===== config.mk =====
export PLATFORM = sky130hd
export DESIGN_NAME = fetch_hazard_ctrl
export DESIGN_NICKNAME = d
export VERILOG_FILES = /design/src/rtl/fetch_hazard_ctrl.sv
export SDC_FILE = /design/constraint.sdc
export NUM_CORES = 1
export LEC_CHECK = 0
export ABC_AREA = 1
export CORE_MARGIN = 8
export CORE_UTILIZATION = 25
export DETAILED_ROUTE_END_ITERATION = 10
export GPL_TIMING_DRIVEN = 0
export PLACE_DENSITY = 0.49
export REMOVE_ABC_BUFFERS = 1
export SLEW_MARGIN = 15
export SYNTH_ARGS = -nofsm -noshare
export SYNTH_HDL_FRONTEND = slang
export SYNTH_SLANG_ARGS = --single-unit

===== constraint.sdc =====
create_clock -name clk -period 2.3 [get_ports clk]
set_input_delay 0.23 -clock clk [delete_from_list [all_inputs] [get_ports clk]]
set_output_delay 0.23 -clock clk [all_outputs]
set_load 0.05 [all_outputs]

===== src/rtl/fetch_hazard_ctrl.sv =====
// Fetch-stage controller: load-use stalls, taken-branch redirect/flush,
// halt/drain/resume sequencing and saturating stall/flush counters.
module fetch_hazard_ctrl #(
  parameter int unsigned PC_BITS      = 10,
  parameter int unsigned CNT_BITS     = 16,
  parameter int unsigned DRAIN_CYCLES = 3
) (
  input  logic                clk,
  input  logic                reset,
  input  logic                id_ex_mem_read,
  input  logic [4:0]          id_ex_rd,
  input  logic [4:0]          if_id_rn,
  input  logic [4:0]          if_id_rm,
  input  logic                if_id_uses_rm,
  input  logic                branch_taken,
  input  logic [PC_BITS-1:0]  branch_target,
  input  logic                halt_req,
  input  logic                resume,
  output logic                pc_write,
  output logic                if_id_write,
  output logic                pc_src,
  output logic [PC_BITS-1:0]  pc_target,
  output logic                if_id_flush,
  output logic                id_ex_bubble,
  output logic [1:0]          state,
  output logic [CNT_BITS-1:0] stall_count,
  output logic [CNT_BITS-1:0] flush_count
);

  localparam int unsigned DRAIN_W = (DRAIN_CYCLES > 1) ? $clog2(DRAIN_CYCLES) : 1;
  localparam logic [DRAIN_W-1:0]  DRAIN_LOAD = DRAIN_W'(DRAIN_CYCLES - 1);
  localparam logic [CNT_BITS-1:0] CNT_MAX    = '1;

  typedef enum logic [1:0] {
    ST_RUN    = 2'd0,
    ST_DRAIN  = 2'd1,
    ST_HALTED = 2'd2
  } state_t;

  state_t               state_q;
  logic [DRAIN_W-1:0]   drain_q;
  logic                 load_use;
  logic                 stall_inc;
  logic                 flush_inc;

  assign pc_target = branch_target;
  assign state     = state_q;

  // XZR (X31) is never a real producer, so it cannot create a hazard
  assign load_use = id_ex_mem_read && (id_ex_rd != 5'd31) &&
                    ((id_ex_rd == if_id_rn) ||
                     (if_id_uses_rm && (id_ex_rd == if_id_rm)));

  // Fetch controls and counter events, decoded from state and current inputs
  always_comb begin
    pc_write     = 1'b0;
    if_id_write  = 1'b0;
    pc_src       = 1'b0;
    if_id_flush  = 1'b0;
    id_ex_bubble = 1'b0;
    stall_inc    = 1'b0;
    flush_inc    = 1'b0;
    if (!reset) begin
      case (state_q)
        ST_RUN: begin
          if (branch_taken) begin
            pc_write     = 1'b1;
            if_id_write  = 1'b1;
            pc_src       = 1'b1;
            if_id_flush  = 1'b1;
            id_ex_bubble = 1'b1;
            flush_inc    = 1'b1;
          end else if (load_use) begin
            id_ex_bubble = 1'b1;
            stall_inc    = 1'b1;
          end else begin
            pc_write     = 1'b1;
            if_id_write  = 1'b1;
          end
        end
        ST_DRAIN: begin
          id_ex_bubble = 1'b1;
          if (branch_taken) begin
            pc_write    = 1'b1;
            pc_src      = 1'b1;
            if_id_flush = 1'b1;
            flush_inc   = 1'b1;
          end
        end
        default: ;
      endcase
    end
  end

  // State, drain countdown and saturating performance counters
  always_ff @(posedge clk or posedge reset) begin
    if (reset) begin
      state_q     <= ST_RUN;
      drain_q     <= '0;
      stall_count <= '0;
      flush_count <= '0;
    end else begin
      if (stall_inc && (stall_count != CNT_MAX)) stall_count <= stall_count + 1'b1;
      if (flush_inc && (flush_count != CNT_MAX)) flush_count <= flush_count + 1'b1;
      case (state_q)
        ST_RUN: begin
          if (halt_req) begin
            state_q <= ST_DRAIN;
            drain_q <= DRAIN_LOAD;
          end
        end
        ST_DRAIN: begin
          if (drain_q == '0) state_q <= ST_HALTED;
          else               drain_q <= drain_q - 1'b1;
        end
        ST_HALTED: begin
          if (resume) state_q <= ST_RUN;
        end
        default: state_q <= ST_RUN;
      endcase
    end
  end

endmodule


Yosys cells after proc, flatten, opt, wreduce, memory -nomap -nowiden
Index checks and enable logic that the tools add are counted. Widths: inputs -> output; s select.

Register bits after elaboration: 36. Input bits: 32. Output and inout bits: 49. Logic and storage cells: 53.

Add/sub/neg operators: 3. Equality and inequality tests: 11. Multiplexer cells: 23. Reductions and logical operators: 12.

Operators by type and width (count): $add 16x1->16 const B (2); $ne 16x16->1 const B (2); $mux 1 (14); $eq 5x5->1 (2); $mux 2 (5); $ne 2x2->1 const B (4); $pmux 2 s3 (1); $reduce_and 3->1 (2); $logic_and 1x1->1 (5); $ne 5x5->1 const B (1); $logic_not 2->1 (2); $pmux 1 s2 (2); $pmux 2 s2 (1); $eq 2x1->1 const B (1); $eq 2x2->1 const B (1); $reduce_bool 2->1 (1); $reduce_or 2->1 (1); $sub 2x1->2 const B (1); $logic_or 1x1->1 (1).

Depth between registers and ports, before layout
Depth after elaboration: 9. Mapped depth: 11. Depth with buffers taken out: 10.

Worst setup path before layout
No wires, ideal clock.

Kind: register to register. Start point: reg state_q[1], in the netlist state[1]. End point: reg flush_count[6]. Library setup time: 0.142 ns. Arrival time: 2.222 ns. Required time: 2.158 ns. Setup slack: -0.064 ns. Cell stages (with the launch flop): 8. Path buffers: 0. Period minus slack after synthesis: 2.364 ns. Path through: dfrtp_1 -> nor2_1 -> inv_1 -> nor2_1 -> nand2_2 -> nor2_1 -> nand2_1 -> xnor2_1.

Cells in the longest elaborated chain, start to end: 5. Elaborated cells on any way between the ends: 6. Those cells by class: 1 x eq/ne; 2 x mux; 3 x reduce/logical.

RTL lines: start: declaration (RTL line 40) `state_t state_q;`; start signal: assignment (RTL line 98) `state_q <= ST_RUN;`; start signal: assignment (RTL line 108) `state_q <= ST_DRAIN;`; start signal: assignment (RTL line 113) `if (drain_q == '0) state_q <= ST_HALTED;`; $eq 2x1->1 or $logic_not 2->1 (tied branches); $reduce_or 2->1 (no line) *; $mux 1 * (2 in series); via if_id_flush (RTL line 23) `output logic if_id_flush,`; $logic_and 1x1->1 * (RTL line 104) `if (flush_inc && (flush_count != CNT_MAX)) flush_count <= flush_count + 1'b1;`; end signal: assignment (RTL line 104); end: declaration (RTL line 27) `output logic [CNT_BITS-1:0] flush_count`.

The timed path passes the listed nets; every way through them passes the cells marked *. A chain may end at the register's enable or synchronous reset.

Worst setup path in the final report
Start point: in id_ex_rd[3]. End point: out id_ex_bubble.

Cells in the longest elaborated chain, start to end: 8. Elaborated cells on any way between the ends: 11. Those cells by class: 3 x eq/ne; 4 x mux; 4 x reduce/logical.

RTL lines: start: declaration (RTL line 11) `input logic [4:0] id_ex_rd,`; $eq 5x5->1 (RTL line 52) `(if_id_uses_rm && (id_ex_rd == if_id_rm)));`; $logic_and 1x1->1 (RTL line 52); $logic_or 1x1->1 (RTL line 51) `((id_ex_rd == if_id_rn) ||`; $logic_and 1x1->1 * (RTL line 50) `assign load_use = id_ex_mem_read && (id_ex_rd != 5'd31) &&`; $mux 1 * (RTL line 73) `end else if (load_use) begin`; $mux 1 * (RTL line 66) `if (branch_taken) begin`; $pmux 1 s2 * (RTL line 64) `case (state_q)`; $mux 1 * (RTL line 63) `if (!reset) begin`; end: declaration (RTL line 24) `output logic id_ex_bubble,`.

Every way passes the cells marked *; elsewhere a longest branch is shown, timed or not.

==> qor.txt <==
Startpoint Class: input port
pwr dens: 1210 nW/um^2
final hold vios: 0
H-tree depth: 2
most common cell after layout, fill and taps aside: nand2_1
fin crit period: 2.02 ns
area growth from synthesis to layout: 32.1%
Fmax achieved: 0.496 GHz
reg2reg setup slack: 0.29 ns
Max VDD drop: 607 uV
crit path DAT: 1.79 ns
via count: 2189
vias in the first global route: 2266
Lkg Pwr: 1.62 nW
first-pass GRT wire length: 10500 um
Core Box Area: 9240 um^2
post-CTS setup buffer count: 0
Synth Area per Inst: 7.33 um^2
Crit. End Element: primary output
gr usage total: 9.81%
total wire length: 6160 um
Setup Crit Path Kind: in2out
clock latency on the worst-skew pair: 0.28 ns
layout cells sized above 1: 7.37%
row cnt: 35
Max-slew headroom: 63.9%
Max clock buf depth: 2
max_cap viols: 0
worst r2r path cells: 8
period utilization: 87.6%
clock sink count: 36
RSZ-0062 raised after global routing: no
CP max stage delay: 0.55 ns
Seq/Total Area, Yosys: 37.7%
met2 WL: 2960 um
Die Ht: 114 um
buffer and inverter count on the worst path: 3
worst-path cell chain: clkdlybuf4s50_1, inv_2, nand2_1, nand2_1, nor2_1, nand3_1, nand2_2, nand2_1, a31oi_1, clkbuf_2
r2r startpoint: stall_count[0]
Synth cell types: 28
fin cells: 509
cell family with most CP delay: buffers and inverters
Worst path most repeated cell: nand2_1
Reg-to-Reg End: stall_count[7]
Final ANT Viol Nets: 0
worst hold path class: in2async
Setup Skew: 0.00967 ns
gpl congestion: 0.773
Worst Tran Pin Value: 0.540 ns
total power: 3.81 mW
DIE WIDTH: 114 um
most frequent cells in the layout: 80 x nand2_1, 61 x inv_1, 55 x clkdlybuf4s50_1
1st-iter DRT viols: 94
final setup fails: 0
status: completed
max-slew violations: 0
CP Data Required Time: 2.07 ns
Routed met1 length: 2650 um
Routed WL per cell: 12.1 um
clk slew on worst S/H paths: 0.08 ns
metal3 WL: 509 um
Vias/cell: 4.30
Fill cells: 1000
GRT overflow: 0
Ys Warns: 0
largest net degree at the start of global routing: 22
TritonCTS buffer count: 5
# DRC: 0
post-synthesis cell count: 326
Layout Nets: 415
root cell of the clock tree: clkbuf_8
post-CTS resize count: 5
antenna violations before repair: 0
Hold-fix buffers, CTS: 0
Synth Register Bits: 36
Ant. Diodes: 0
CTS tree: done
DRT Pass-1 Iters: 4
top layer in use: met4
io pins: 81
# port buffers: 60
Worst Path Max Fanout: 4
Syn Std Cell Area: 2390 um^2
placed cell count: 502
slowest library cell on the worst path: clkdlybuf4s50_1
die area: 12900 um^2
post-route setup TNS: 0 ns
detailed placement HPWL: 4740 um
Starting Density: 25.8%
[final cells by class]
type	count	area, um^2	area share (%)
Timing Repair Buffer	61	611	19.3
Tap cell	129	161	5.11
Multi-Input combinational cell	210	1140	36.0
Clock buffer	7	96.3	3.05
Sequential cell	36	901	28.5
Inverter	66	250	7.93
[cell usage after synthesis, drive strengths merged]
| master | instances | share of area [%] |
|---|---|---|
| nand4 | 6 | 2.5 |
| inv | 66 | 10 |
| nor3 | 12 | 3.2 |
| nor2 | 26 | 4.5 |
| o21ai | 4 | 0.84 |
| nand2 | 84 | 14 |
| o21bai | 16 | 5.0 |
| ha | 3 | 1.6 |
| o21a | 1 | 0.31 |
| a31oi | 2 | 0.52 |
| xnor2 | 6 | 2.2 |
| xor2 | 13 | 4.8 |
| buf | 14 | 4.6 |
| dfrtp | 36 | 38 |
| a21oi | 2 | 0.42 |
| nand3 | 35 | 7.8 |
[through the flow]
step / util [%] / setup slack, ns / instance area [um^2] / hold slack (ns)
2_1_floorplan: - / -0.745 / 2280 / 0.337
3_3_place_gp: 32.9 / -0.250 / 3040 / 0.461
3_5_place_dp: 33.2 / -0.247 / 3070 / 0.461
4_1_cts: 34.2 / 0.0156 / 3160 / 0.296
5_1_grt: 34.2 / 0.0852 / 3160 / 0.303
6_report: 34.2 / 0.284 / 3160 / 0.282
[state kept, by name (all words and copies together) (netlist names)]
register	cells
flush_count	16
stall_count	16
drain_q	2
state	2
[power by group]
group          internal, mW  switching, mW  total [mW]
Clock                 0.267          0.228       0.495
Combinational         0.727           1.64        2.36
Sequential            0.785          0.166       0.951
Total                  1.78           2.03        3.81
[per-layer routing]
layer	up-vias	global-route usage [%]
met5	-	0
met4	0	2.22
met3	4	4.49
met2	57	17.1
met1	1024	10.6
li1	1104	-
[how the worst max path moves through the flow]
stage / from / end / slack (ns) / cells after the start
global placement: id_ex_rd[0] / id_ex_bubble / -0.25 / 10
CTS: id_ex_rd[3] / id_ex_bubble / 0.02 / 10
finish: id_ex_rd[3] / id_ex_bubble / 0.28 / 10
floorplan: state[1] / flush_count[6] / -0.75 / 7
detailed placement: id_ex_rd[0] / id_ex_bubble / -0.25 / 10
global route: stall_count[0] / stall_count[7] / 0.09 / 8
[kinds of logic (layout without fill, tap and decap cells)]
family	Yosys count	in the layout	synth area share, %
and+or+nand+nor	163	163	31.5
buffers and inverters	80	134	15.1
DFF	36	36	37.7
AOI/OAI and AO/OA	25	25	7.12
xor gates and xnor gates	19	19	6.97
adders and majority gates	3	3	1.57
No activity file was read; power rests on OpenSTA's default activity.
